[config.mk]
export PLATFORM = sky130hd
export DESIGN_NAME = mem_bus_master_flat
export DESIGN_NICKNAME = d
export VERILOG_FILES = /design/src/rtl/mem_bus_master_if.sv /design/src/rtl/mem_bus_master.sv /design/src/flat_wrapper.sv
export SDC_FILE = /design/constraint.sdc
export NUM_CORES = 1
export LEC_CHECK = 0
export ABC_AREA = 1
export BUFFER_PORTS_ARGS = -buffer_cell sky130_fd_sc_hd__buf_2
export CAP_MARGIN = 20
export CORE_UTILIZATION = 50
export DETAILED_ROUTE_END_ITERATION = 16
export GPL_TIMING_DRIVEN = 0
export PLACE_DENSITY_LB_ADDON = 0.3
export SLEW_MARGIN = 20
export SYNTH_ARGS = -nofsm -noshare
export SYNTH_HDL_FRONTEND = slang
export SYNTH_SLANG_ARGS = --single-unit
[constraint.sdc]
create_clock -name clk -period 2.5 [get_ports clk]
set_clock_uncertainty 0.1 [all_clocks]
set_input_delay 0.125 -clock clk [delete_from_list [all_inputs] [get_ports clk]]
set_output_delay 0.125 -clock clk [all_outputs]
set_load 0.005 [all_outputs]
[src/rtl/mem_bus_master_if.sv]
// Bundle of the command, memory-bus and response signals of mem_bus_master.
// The master modport is the bus-master view; slave is the command issuer / memory side.
interface mem_bus_master_if;
  logic        cmd_valid;
  logic        cmd_ready;
  logic [31:0] cmd_addr;
  logic [31:0] cmd_wdata;
  logic [3:0]  cmd_wstrb;
  logic        cmd_instr;

  logic        mem_valid;
  logic        mem_instr;
  logic [31:0] mem_addr;
  logic [31:0] mem_wdata;
  logic [3:0]  mem_wstrb;
  logic        mem_ready;
  logic [31:0] mem_rdata;

  logic        rsp_valid;
  logic        rsp_ready;
  logic [31:0] rsp_rdata;
  logic        rsp_timeout;
  logic        rsp_misalign;

  modport master (
    input  cmd_valid, cmd_addr, cmd_wdata, cmd_wstrb, cmd_instr,
    output cmd_ready,
    output mem_valid, mem_instr, mem_addr, mem_wdata, mem_wstrb,
    input  mem_ready, mem_rdata,
    output rsp_valid, rsp_rdata, rsp_timeout, rsp_misalign,
    input  rsp_ready
  );

  modport slave (
    output cmd_valid, cmd_addr, cmd_wdata, cmd_wstrb, cmd_instr,
    input  cmd_ready,
    input  mem_valid, mem_instr, mem_addr, mem_wdata, mem_wstrb,
    output mem_ready, mem_rdata,
    input  rsp_valid, rsp_rdata, rsp_timeout, rsp_misalign,
    output rsp_ready
  );
endinterface

[src/rtl/mem_bus_master.sv]
// Initiator for the picorv32 native memory interface: takes one command at a
// time, runs a single mem_valid/mem_ready transaction (with optional timeout),
// and returns read data plus status flags on a valid/ready response port.
module mem_bus_master #(
  parameter int unsigned TIMEOUT_CYCLES = 16,
  parameter int unsigned CNT_W          = 16
) (
  input  logic                 clk,
  input  logic                 reset,
  mem_bus_master_if.master     bus,
  output logic [CNT_W-1:0]     txn_count
);

  localparam int unsigned WAIT_W = (TIMEOUT_CYCLES == 0) ? 1 : $clog2(TIMEOUT_CYCLES + 1);
  // Timeout fires on the edge that would take the wait counter to TIMEOUT_CYCLES.
  localparam logic [WAIT_W-1:0] WAIT_LAST =
    (TIMEOUT_CYCLES == 0) ? '0 : WAIT_W'(TIMEOUT_CYCLES - 1);

  typedef enum logic [1:0] {IDLE, BUS, RSP} state_t;

  state_t            state;
  logic [WAIT_W-1:0] wait_cnt;

  // Command port is open only in IDLE and never while reset is asserted.
  always_comb begin
    bus.cmd_ready = (state == IDLE) && !reset;
  end

  // Transaction FSM with all bus and response outputs registered.
  always_ff @(posedge clk) begin
    if (reset) begin
      state            <= IDLE;
      wait_cnt         <= '0;
      txn_count        <= '0;
      bus.mem_valid    <= 1'b0;
      bus.mem_instr    <= 1'b0;
      bus.mem_addr     <= '0;
      bus.mem_wdata    <= '0;
      bus.mem_wstrb    <= '0;
      bus.rsp_valid    <= 1'b0;
      bus.rsp_rdata    <= '0;
      bus.rsp_timeout  <= 1'b0;
      bus.rsp_misalign <= 1'b0;
    end else begin
      case (state)
        IDLE: begin
          if (bus.cmd_valid) begin
            if (bus.cmd_addr[1:0] != 2'b00) begin
              // Misaligned: answer directly, the memory bus stays quiet.
              bus.rsp_valid    <= 1'b1;
              bus.rsp_misalign <= 1'b1;
              bus.rsp_rdata    <= '0;
              state            <= RSP;
            end else begin
              bus.mem_valid <= 1'b1;
              bus.mem_addr  <= bus.cmd_addr;
              bus.mem_wdata <= bus.cmd_wdata;
              bus.mem_wstrb <= bus.cmd_wstrb;
              bus.mem_instr <= bus.cmd_instr;
              wait_cnt      <= '0;
              state         <= BUS;
            end
          end
        end
        BUS: begin
          if (bus.mem_ready) begin
            // Ready wins over a coincident timeout.
            bus.mem_valid <= 1'b0;
            bus.rsp_rdata <= (bus.mem_wstrb == 4'b0000) ? bus.mem_rdata : '0;
            bus.rsp_valid <= 1'b1;
            if (txn_count != '1) begin
              txn_count <= txn_count + 1'b1;
            end
            state <= RSP;
          end else if ((TIMEOUT_CYCLES != 0) && (wait_cnt == WAIT_LAST)) begin
            bus.mem_valid   <= 1'b0;
            bus.rsp_timeout <= 1'b1;
            bus.rsp_rdata   <= '0;
            bus.rsp_valid   <= 1'b1;
            state           <= RSP;
          end else begin
            wait_cnt <= wait_cnt + 1'b1;
          end
        end
        RSP: begin
          if (bus.rsp_ready) begin
            bus.rsp_valid    <= 1'b0;
            bus.rsp_timeout  <= 1'b0;
            bus.rsp_misalign <= 1'b0;
            bus.rsp_rdata    <= '0;
            state            <= IDLE;
          end
        end
        default: state <= IDLE;
      endcase
    end
  end

endmodule

[src/flat_wrapper.sv]
// flat-port wrapper written by rule: the top's interface ports become plain ports
module mem_bus_master_flat 
#(
  parameter int unsigned TIMEOUT_CYCLES = 16,
  parameter int unsigned CNT_W          = 16
)
  (clk, reset, txn_count, bus_cmd_valid, bus_cmd_addr, bus_cmd_wdata, bus_cmd_wstrb, bus_cmd_instr, bus_cmd_ready, bus_mem_valid, bus_mem_instr, bus_mem_addr, bus_mem_wdata, bus_mem_wstrb, bus_mem_ready, bus_mem_rdata, bus_rsp_valid, bus_rsp_rdata, bus_rsp_timeout, bus_rsp_misalign, bus_rsp_ready);
  mem_bus_master_if bus_i ();
  input  logic clk;
  input  logic reset;
  output logic [CNT_W-1:0] txn_count;
  input wire logic [$bits(bus_i.cmd_valid)-1:0] bus_cmd_valid;
  input wire logic [$bits(bus_i.cmd_addr)-1:0] bus_cmd_addr;
  input wire logic [$bits(bus_i.cmd_wdata)-1:0] bus_cmd_wdata;
  input wire logic [$bits(bus_i.cmd_wstrb)-1:0] bus_cmd_wstrb;
  input wire logic [$bits(bus_i.cmd_instr)-1:0] bus_cmd_instr;
  output wire logic [$bits(bus_i.cmd_ready)-1:0] bus_cmd_ready;
  output wire logic [$bits(bus_i.mem_valid)-1:0] bus_mem_valid;
  output wire logic [$bits(bus_i.mem_instr)-1:0] bus_mem_instr;
  output wire logic [$bits(bus_i.mem_addr)-1:0] bus_mem_addr;
  output wire logic [$bits(bus_i.mem_wdata)-1:0] bus_mem_wdata;
  output wire logic [$bits(bus_i.mem_wstrb)-1:0] bus_mem_wstrb;
  input wire logic [$bits(bus_i.mem_ready)-1:0] bus_mem_ready;
  input wire logic [$bits(bus_i.mem_rdata)-1:0] bus_mem_rdata;
  output wire logic [$bits(bus_i.rsp_valid)-1:0] bus_rsp_valid;
  output wire logic [$bits(bus_i.rsp_rdata)-1:0] bus_rsp_rdata;
  output wire logic [$bits(bus_i.rsp_timeout)-1:0] bus_rsp_timeout;
  output wire logic [$bits(bus_i.rsp_misalign)-1:0] bus_rsp_misalign;
  input wire logic [$bits(bus_i.rsp_ready)-1:0] bus_rsp_ready;
  assign bus_i.cmd_valid = bus_cmd_valid;
  assign bus_i.cmd_addr = bus_cmd_addr;
  assign bus_i.cmd_wdata = bus_cmd_wdata;
  assign bus_i.cmd_wstrb = bus_cmd_wstrb;
  assign bus_i.cmd_instr = bus_cmd_instr;
  assign bus_cmd_ready = bus_i.cmd_ready;
  assign bus_mem_valid = bus_i.mem_valid;
  assign bus_mem_instr = bus_i.mem_instr;
  assign bus_mem_addr = bus_i.mem_addr;
  assign bus_mem_wdata = bus_i.mem_wdata;
  assign bus_mem_wstrb = bus_i.mem_wstrb;
  assign bus_i.mem_ready = bus_mem_ready;
  assign bus_i.mem_rdata = bus_mem_rdata;
  assign bus_rsp_valid = bus_i.rsp_valid;
  assign bus_rsp_rdata = bus_i.rsp_rdata;
  assign bus_rsp_timeout = bus_i.rsp_timeout;
  assign bus_rsp_misalign = bus_i.rsp_misalign;
  assign bus_i.rsp_ready = bus_rsp_ready;
  mem_bus_master #(.TIMEOUT_CYCLES(TIMEOUT_CYCLES), .CNT_W(CNT_W)) u_core (.clk(clk), .reset(reset), .bus(bus_i), .txn_count(txn_count));
endmodule
==> results of run 1 <==
worst max path at each step:
| stage | from | end | slack (ns) | cells past startpoint |
|---|---|---|---|---|
| CTS | u_core.wait_cnt[0]$_SDFFE_PP0P_ | u_core.bus.rsp_rdata[9]$_SDFFE_PP0P_ | 0.59 | 10 |
| floorplan | u_core.wait_cnt[0]$_SDFFE_PP0P_ | u_core.bus.rsp_rdata[3]$_SDFFE_PP0P_ | 0.84 | 10 |
| global placement | u_core.wait_cnt[0]$_SDFFE_PP0P_ | u_core.bus.rsp_rdata[2]$_SDFFE_PP0P_ | 0.66 | 10 |
| finish | u_core.wait_cnt[0]$_SDFFE_PP0P_ | u_core.bus.rsp_rdata[29]$_SDFFE_PP0P_ | 0.44 | 10 |
| global route | u_core.wait_cnt[0]$_SDFFE_PP0P_ | u_core.bus.rsp_rdata[29]$_SDFFE_PP0P_ | 0.34 | 10 |
| detailed placement | u_core.wait_cnt[0]$_SDFFE_PP0P_ | u_core.bus.rsp_rdata[9]$_SDFFE_PP0P_ | 0.64 | 10 |
registers in the layout (all words and copies together) (netlist names), 2 cells and up:
register              flops
u_core.txn_count         16
u_core.state              2
u_core.wait_cnt           5
u_core.bus.mem_wdata     32
u_core.bus.rsp_rdata     32
u_core.bus.mem_wstrb      4
u_core.bus.mem_addr      32
cells in the final DEF, fill, tap and decap left out, types with 2 or more instances in the layout:
| cell type | count |
|---|---|
| clkinv_4 | 3 |
| o21ai_0 | 9 |
| inv_2 | 2 |
| nor3b_1 | 4 |
| buf_4 | 6 |
| nand3_1 | 21 |
| inv_6 | 2 |
| nor2_1 | 69 |
| dlygate4sd3_1 | 103 |
| nand2_1 | 252 |
| ha_1 | 3 |
| clkbuf_8 | 2 |
| bufinv_16 | 5 |
| dfxtp_1 | 128 |
| nand4_1 | 4 |
| buf_6 | 7 |
| buf_2 | 235 |
| clkbuf_1 | 15 |
| clkbuf_16 | 16 |
| nor2_2 | 3 |
| inv_1 | 41 |
| nand2_2 | 4 |
| a21oi_1 | 114 |
cell families (layout without fill, tap and decap cells):
kind of cell               Yosys count  after routing
AOI/OAI and AO/OA                  126            126
adders and majority gates            3              3
buffers and inverters               79            440
DFF                                128            128
other                                0              1
and+or+nand+nor                    360            360
layout make-up:
type,count,share of cell area [%]
multi-input combinational,489,26.28
inverter,43,2.011
timing repair buffer,329,26.93
tap,133,2.073
clock inverter,12,2.572
antenna,1,0.03117
sequential,128,31.92
clock buffer,20,5.424
buffer,36,2.759
metrics by stage:
stage                     hold slack [ns]  power [mW]  setup WS [ns]  util, %
after floorplan                    0.1640       2.500         0.8383        -
after global placement             0.2599       2.723         0.6557    64.99
after detailed placement           0.2641       2.729         0.6436    64.99
after CTS                         0.01239       5.511         0.5928    82.10
after global routing               0.1079       5.735         0.3381    82.10
final                             0.07769       5.559         0.4408    82.13
power breakdown:
part	internal [mW]	switching, mW
clock network	1.76	0.933
logic	0.336	0.365
registers	2.12	0.0465
routing by layer:
metal	GRT usage, %	part of all wire [%]
met5	0	0
met4	20.88	4.7
met3	8.949	8.9
met2	61.28	50
met1	38.47	37
critical path, cell delays in order, from the launching register on:
cell     delay (ns)
dfxtp_1        0.37
ha_1           0.21
nand2_1        0.06
nor2_1         0.10
ha_1           0.22
nor3_1         0.07
nor2_1         0.20
nand2_2        0.16
buf_4          0.21
nand2_1        0.11
a21oi_1        0.11
==> flow_summary.yaml, run 1 <==
cts:
  htreeDepth: 4
  cts_buffers: 17
  cts_tree: "yes"
  worst_skew_pair.late_latency_ns: 0.51
  cts_hold_buf: 103
  post_cts_buffers: 0
  clockRootBuffer: "clkbuf_8"
  clockBufferDepth: 2
  cts.clk_slew.worst_paths_ns: 0.06
  cts_sinks: 128
  cts_resized: 0
power:
  p_per_area_mw_per_mm2: 692.5
  leakagePower_nw: 3.727
  ir_worst_vdd_v: 0.0005616
timing:
  tightestPinTransition_ns: 0.6698
  rsz0062_at_grt: "no"
  slew_violations: 0
  fin_crit_ns: 2.059
  setup_violations: 0
  setup_tns_ns: 0
  hold_viol: 0
  timing.slew.headroom_pct: 55.35
  fmax_mhz: 485.6
  finalCritPeriodShare_pct: 82.37
yosys:
  synth_top_area_cell: "dfxtp_1"
  syn-num-nets: 805
  yosys.area_share.xor_xnor_pct: 0
  synth_most_common_cell: "nand2_1"
  ys_seq_area_share_pct: 50.69
  synth_area_per_cell_um2: 7.263
  synth_top_flop_cell: "dfxtp_1"
  syn_inst: 696
  synth-edff-count: 0
  synth_top_family_by_area: "simple AND/OR/NAND/NOR gates"
  synth_top_area_share_pct: 50.69
  synthDistinctLibCells: 24
  async_flop_share_pct: 0
  ys_top_cells_by_count: "nand2_1, dfxtp_1, a21oi_1"
  synth_compound_area_share_pct: 12.60
  synthMuxAreaShare_pct: 0
  synth_simple_gate_area_share_pct: 28.39
  synthAdderAreaFrac_pct: 0.7426
  netlist_area_mm2: 0.005055
  yosysWarnings: 0
  yosys_register_bits: 128
  synth_area_leaders: "dfxtp_1, nand2_1, a21oi_1"
layout:
  fin_nets: 1153
  num-fill-cells: 580
  area_delta_synth_final_pct: 58.81
  register_area_mm2: 0.002562
  design_area_mm2: 0.008028
  multi_input_area_mm2: 0.002110
  final_cells: 1191
  layout-drive-gt1-share_pct: 27.34
critical_path:
  arrival_ns: 2.33
  crit_type: "register to register"
  required_ns: 2.77
  r2r-end: "u_core.bus.rsp_rdata[29]$_SDFFE_PP0P_"
  path_max_fanout: 10
  r2r-start: "u_core.wait_cnt[0]$_SDFFE_PP0P_"
  start_kind: "register"
  end_kind: "register"
  worst-r2r-setup-slack_ns: 0.44
  rr_worst_depth: 10
global_route:
  grt_pass1_wl_um: 28110
  grt_use_total_pct: 35.12
  grt_start_max_net_pins: 17
  overflow: 0
  grt_pass1_vias: 5970
  grt_antenna_before_repair: 0
placed_design:
  dp_hpwl_um: 9835
  io_buffer_count: 226
  place_inst: 1055
  gp_congestion: 0.8775
  post_dp_cell_area_mm2: 0.006352
outcome:
  status: "finished, final reports clean"
floorplan:
  row_count: 36
  io_pins: 228
  die_h_um: 102.5
  die_w_um: 102.5
  die_area_mm2: 0.01052
  initial_core_util_pct: 51.72
  core_mm2: 0.009774
drt:
  wire_per_inst_um: 15.76
  firstDrtPassIters: 5
  drt_first_iter_violations: 325
  drc_errors: 0
  vias_per_cell: 5.140
  vias: 6122
  ant_nets: 0
  drt-total-wl_um: 18780
run:
  max-cap-violations: 0
min_path:
  hold_start: "bus_cmd_addr[0]"
  hold_class: "primary input to register"
  holdPathEnd: "u_core.state[1]$_SDFFE_PP0P_"
  holdPathStages: 5
Note: power is estimated with default switching activity, not from simulation.
==> run 2: changes to the inputs <==
- CORE_UTILIZATION: 50 -> 47
- clock period: 2.5 -> 2.1 ns (I/O delays scaled with it)
==> flow_summary.yaml, run 2 (synthesis results as in run 1) <==
outcome:
  status: "finished, final reports clean"
drt:
  drt-total-wl_um: 17170
  drc_errors: 0
  drt_first_iter_violations: 337
  wire_per_inst_um: 14.33
  vias: 5896
  ant_nets: 0
  firstDrtPassIters: 5
  vias_per_cell: 4.922
critical_path:
  r2r-start: "u_core.wait_cnt[0]$_SDFFE_PP0P_"
  end_kind: "register"
  worst-r2r-setup-slack_ns: 0.16
  r2r-end: "u_core.bus.rsp_rdata[28]$_SDFFE_PP0P_"
  rr_worst_depth: 10
  path_max_fanout: 10
  cpMaxStageDelayCell: "dfxtp_1"
  required_ns: 2.44
  cp_cell_sequence: "ha_1, nand2_1, nor2_1, ha_1, nor3_2, nor2_2, nand2_2, buf_4, nand2_1, a21oi_2"
  crit_type: "register to register"
  slowest_delay_ns: 0.34
  start_kind: "register"
  arrival_ns: 2.28
layout:
  reg_top3: "u_core.bus.mem_addr x32, u_core.bus.mem_wdata x32, u_core.bus.rsp_rdata x32"
  antenna_cells: 0
  layout_commonest_cell: "nand2_1"
  layout_common_cells: "nand2_1, buf_2, dfxtp_1"
  fin_nets: 1158
  area_delta_synth_final_pct: 59.38
  num-fill-cells: 719
  layout-drive-gt1-share_pct: 27.50
  final_cells: 1198
placed_design:
  io_buffer_count: 226
  place_inst: 1058
  gp_congestion: 0.8295
  dp_hpwl_um: 9907
timing:
  tightestPinTransition_ns: 0.6150
  finalCritPeriodShare_pct: 92.19
  setup_violations: 0
  slew_violations: 0
  hold_viol: 0
  fmax_mhz: 516.5
  fin_crit_ns: 1.936
  timing.slew.headroom_pct: 59.00
run:
  max-cap-violations: 0
power:
  p_per_area_mw_per_mm2: 799.5
  finalPower_mw: 6.441
  leakagePower_nw: 3.740
  ir_worst_vdd_v: 0.0005263
floorplan:
  die_w_um: 105.7
  io_pins: 228
  initial_core_util_pct: 48.75
  row_count: 37
  die_area_mm2: 0.01117
  die_h_um: 105.7
  core_mm2: 0.01037
global_route:
  overflow: 0
  grt_use_total_pct: 30.51
  grt_antenna_before_repair: 0
  grt_pass1_wl_um: 27150
  grt_start_max_net_pins: 17
  grt_pass1_vias: 5795
cts:
  worst_skew_pair.late_latency_ns: 0.52
  cts_sinks: 128
  cts_tree: "yes"
  htreeDepth: 4
  clockBufferDepth: 2
  cts_buffers: 17
  clockRootBuffer: "clkbuf_8"
  cts.clk_slew.worst_paths_ns: 0.06
min_path:
  hold_start: "bus_cmd_addr[1]"
  holdPathEnd: "u_core.state[1]$_SDFFE_PP0P_"
  hold_class: "primary input to register"
  holdPathStages: 5
==> run 2: where the power goes <==
part           total, mW  internal [mW]  switching, mW
sequential          2.58           2.53         0.0533
clock               3.03           1.94           1.09
combinational      0.829          0.411          0.418
==> run 2: worst max-delay path: cells and delay by family (launching register included) <==
family	cells	cell delay (ns)
and+or+nand+nor	6	0.59
adders and majority gates	2	0.46
DFF	1	0.34
buffers and inverters	1	0.20
AOI/OAI and AO/OA	1	0.16
==> run 2: cell type report <==
| class | count | area [µm²] | share of cell area, % |
|---|---|---|---|
| sequential | 128 | 2562 | 31.81 |
| clock buffer | 20 | 425.4 | 5.280 |
| timing repair buffer | 334 | 2210 | 27.43 |
| clock inverter | 12 | 185.2 | 2.298 |
| buffer | 36 | 221.5 | 2.749 |
| multi-input combinational | 489 | 2121 | 26.32 |
| tap | 136 | 170.2 | 2.112 |
| inverter | 43 | 161.4 | 2.003 |
==> run 2: stage by stage <==
step	TNS [ns]	instance area [µm²]	setup WS (ns)	utilization (%)	hold slack [ns]
2_1_floorplan	0	5055	0.4383	-	0.1440
3_3_place_gp	0	6356	0.2247	61.29	0.2381
3_5_place_dp	0	6356	0.1835	61.29	0.2417
4_1_cts	0	8038	0.1474	77.51	0.007888
5_1_grt	-0.005025	8056	-0.005025	77.69	0.04977
6_report	0	8056	0.1641	77.69	0.02828
==> run 2: worst max path at each step <==
stage / startpoint / end / slack (ns) / depth (start not counted)
floorplan: u_core.wait_cnt[0]$_SDFFE_PP0P_ / u_core.bus.rsp_rdata[3]$_SDFFE_PP0P_ / 0.44 / 10
global placement: u_core.wait_cnt[0]$_SDFFE_PP0P_ / u_core.bus.rsp_rdata[26]$_SDFFE_PP0P_ / 0.22 / 10
detailed placement: u_core.wait_cnt[0]$_SDFFE_PP0P_ / u_core.bus.rsp_rdata[26]$_SDFFE_PP0P_ / 0.18 / 10
CTS: u_core.wait_cnt[0]$_SDFFE_PP0P_ / u_core.bus.rsp_rdata[25]$_SDFFE_PP0P_ / 0.15 / 10
global route: u_core.wait_cnt[0]$_SDFFE_PP0P_ / u_core.bus.rsp_rdata[18]$_SDFFE_PP0P_ / -0.005 / 10
finish: u_core.wait_cnt[0]$_SDFFE_PP0P_ / u_core.bus.rsp_rdata[28]$_SDFFE_PP0P_ / 0.16 / 10
==> run 2: timing repair <==
action | 4_1_cts | 5_1_grt
hold buffers | 107 | 0
endpoints found under the hold margin | 102 | 0
gates resized for setup | 0 | 3
setup buffers | 0 | 1
endpoints found under the setup margin | 0 | 26
==> run 2: metal layers <==
layer	track usage, %	routed length [µm]	up-vias
met5	0	0	-
met4	12.90	551	0
met3	7.792	1235	50
met2	54.53	8441	270
met1	34.16	6936	2664
li1	-	-	2912
==> run 3: changes to the inputs <==
- ABC_AREA: 1 -> 0
- CORE_UTILIZATION: 47 -> 46
==> flow_summary.yaml, run 3 <==
yosys:
  syn_inst: 543
  yosysWarnings: 0
  synth_area_per_cell_um2: 8.703
  ys_seq_area_share_pct: 54.22
  ys_top_cells_by_count: "nand2_1, dfxtp_1, a21oi_1"
  synthDistinctLibCells: 39
  synth_area_leaders: "dfxtp_1, nand2_1, a21oi_1"
  netlist_area_mm2: 0.004726
  syn-num-nets: 652
  synth_most_common_cell: "nand2_1"
  synth_top_area_cell: "dfxtp_1"
  synth_top_area_share_pct: 54.22
  synth-edff-count: 0
  async_flop_share_pct: 0
  synth_top_flop_cell: "dfxtp_1"
  yosys_register_bits: 128
floorplan:
  die_h_um: 103.4
  die_area_mm2: 0.01068
  die_w_um: 103.4
  row_count: 36
  io_pins: 228
  initial_core_util_pct: 47.91
  core_mm2: 0.009864
cts:
  htreeDepth: 4
  cts_buffers: 17
  cts.clk_slew.worst_paths_ns: 0.06
  cts_tree: "yes"
  cts_sinks: 128
  clockRootBuffer: "clkbuf_8"
  worst_skew_pair.late_latency_ns: 0.53
  clockBufferDepth: 2
critical_path:
  rr_worst_depth: 9
  required_ns: 2.46
  start_kind: "register"
  end_kind: "register"
  arrival_ns: 2.42
  crit_type: "register to register"
  path_max_fanout: 10
outcome:
  status: "finished, final reports clean"
placed_design:
  pre_cts_slack_ns: -0.3363
  dp_hpwl_um: 10060
  io_buffer_count: 226
  gp_congestion: 0.8596
layout:
  reg_top3: "u_core.bus.mem_addr x32, u_core.bus.mem_wdata x32, u_core.bus.rsp_rdata x32"
  num-fill-cells: 613
  layout-drive-gt1-share_pct: 32.67
  layout_common_cells: "buf_2, nand2_1, dfxtp_1"
  register_area_mm2: 0.002566
  multi_input_area_mm2: 0.002037
  area_delta_synth_final_pct: 64.34
  layout_commonest_cell: "buf_2"
  fin_nets: 1002
min_path:
  hold_class: "primary input to register"
  holdPathStages: 4
timing:
  rsz0062_at_grt: "yes"
  finalCritPeriodShare_pct: 98.03
  fin_crit_ns: 2.059
  hold_viol: 0
  slew_violations: 0
  setup_slack_ns: 0.04134
  fmax_mhz: 485.8
  timing.slew.headroom_pct: 61.21
  tightestPinTransition_ns: 0.5819
  setup_violations: 0
drt:
  drt_first_iter_violations: 239
  drt-total-wl_um: 18240
  vias: 5627
  ant_nets: 0
  wire_per_inst_um: 17.54
  vias_per_cell: 5.411
  firstDrtPassIters: 6
  drc_errors: 0
run:
  max-cap-violations: 0
global_route:
  overflow: 0
  grt_pass1_wl_um: 26840
  grt_use_total_pct: 33.62
  grt_start_max_net_pins: 17
  grt_antenna_before_repair: 0
  grt_pass1_vias: 5525
power:
  p_per_area_mw_per_mm2: 790.4
  ir_worst_vdd_v: 0.0005585
  finalPower_mw: 6.139
  leakagePower_nw: 3.467
## run 3: cell count changes after synthesis, moves of 9 or more
cell,change
a22o_1,+32
a21oi_1,-27
nand3_1,-14
inv_1,-37
nand2_1,-101
nor2_1,-55
clkbuf_1,+9
## run 3: timing repair
action,in CTS,in global routing
buffers inserted,2,0
cloned,1,0
resized for setup,15,19
setup endpoints to repair,39,64
hold buffers,102,0
hold endpoints to repair,108,0
pin swaps,1,1
## run 3: metal layers
layer / wire length, µm / global-route usage, %
met1: 6527 / 33.63
met2: 9473 / 60.32
met3: 1384 / 8.938
met4: 855 / 24.16
met5: 0 / 0
## run 3: critical path: stages, from the launching register on
cell and delay (ns):
dfxtp_2 0.34, ha_2 0.20, and3_1 0.21, ha_4 0.19, o21ai_2 0.14, o21ai_2 0.10
a211oi_4 0.23, buf_6 0.16, buf_6 0.14, a22o_1 0.19
## run 3: layout make-up
type,instances,share of cell area [%]
diodes,1,0.03222
plain buffers,35,2.739
clock buffers,19,5.429
clock inverters,13,2.094
inverters,5,0.2417
multi-input cells,375,26.23
flip-flops and latches,128,33.04
well taps,133,2.143
repair buffers,331,28.05
## run 3: where the power goes
part | internal (mW) | switching [mW] | leakage (nW)
clock | 1.81 | 1.13 | 0.279
combinational | 0.338 | 0.309 | 2.15
sequential | 2.50 | 0.0493 | 1.04
total | 4.65 | 1.49 | 3.47
## run 3: stage by stage
step | setup TNS (ns) | area (µm²) | hold WS, ns | cells | utilization, %
after floorplan | 0 | 4732 | 0.1305 | 543 | -
after global placement | -8.694 | 6030 | 0.2151 | 902 | 61.12
after detailed placement | -9.654 | 6030 | 0.2200 | 902 | 61.12
after CTS | 0 | 7709 | 0.05001 | 1039 | 78.15
after global routing | -0.02155 | 7764 | 0.1029 | 1039 | 78.70
final | 0 | 7766 | 0.07885 | 1040 | 78.73
## run 3: kinds of logic (layout without fill, tap and decap cells)
logic type	Yosys count	in the layout	share of synthesized area (%)
buffers and inverters	40	403	4.157
AO/OA/AOI/OAI	143	143	18.29
multiplexers	3	3	0.6884
flip-flops	128	128	54.22
adder cells (fa/ha/maj)	3	3	0.7944
other	0	1	0
AND/OR/NAND/NOR	226	226	21.84
## run 3: final timing paths
kind	from	to	slack [ns]
worst max register to register	u_core.wait_cnt[0]$_SDFFE_PP0P_	u_core.bus.rsp_rdata[30]$_SDFFE_PP0P_	0.04
worst min-delay path	bus_cmd_addr[1]	u_core.state[0]$_SDFFE_PP0P_	0.08
worst min register to register	u_core.wait_cnt[4]$_SDFFE_PP0P_	u_core.wait_cnt[4]$_SDFFE_PP0P_	0.35
worst max-delay path	u_core.wait_cnt[0]$_SDFFE_PP0P_	u_core.bus.rsp_rdata[30]$_SDFFE_PP0P_	0.04
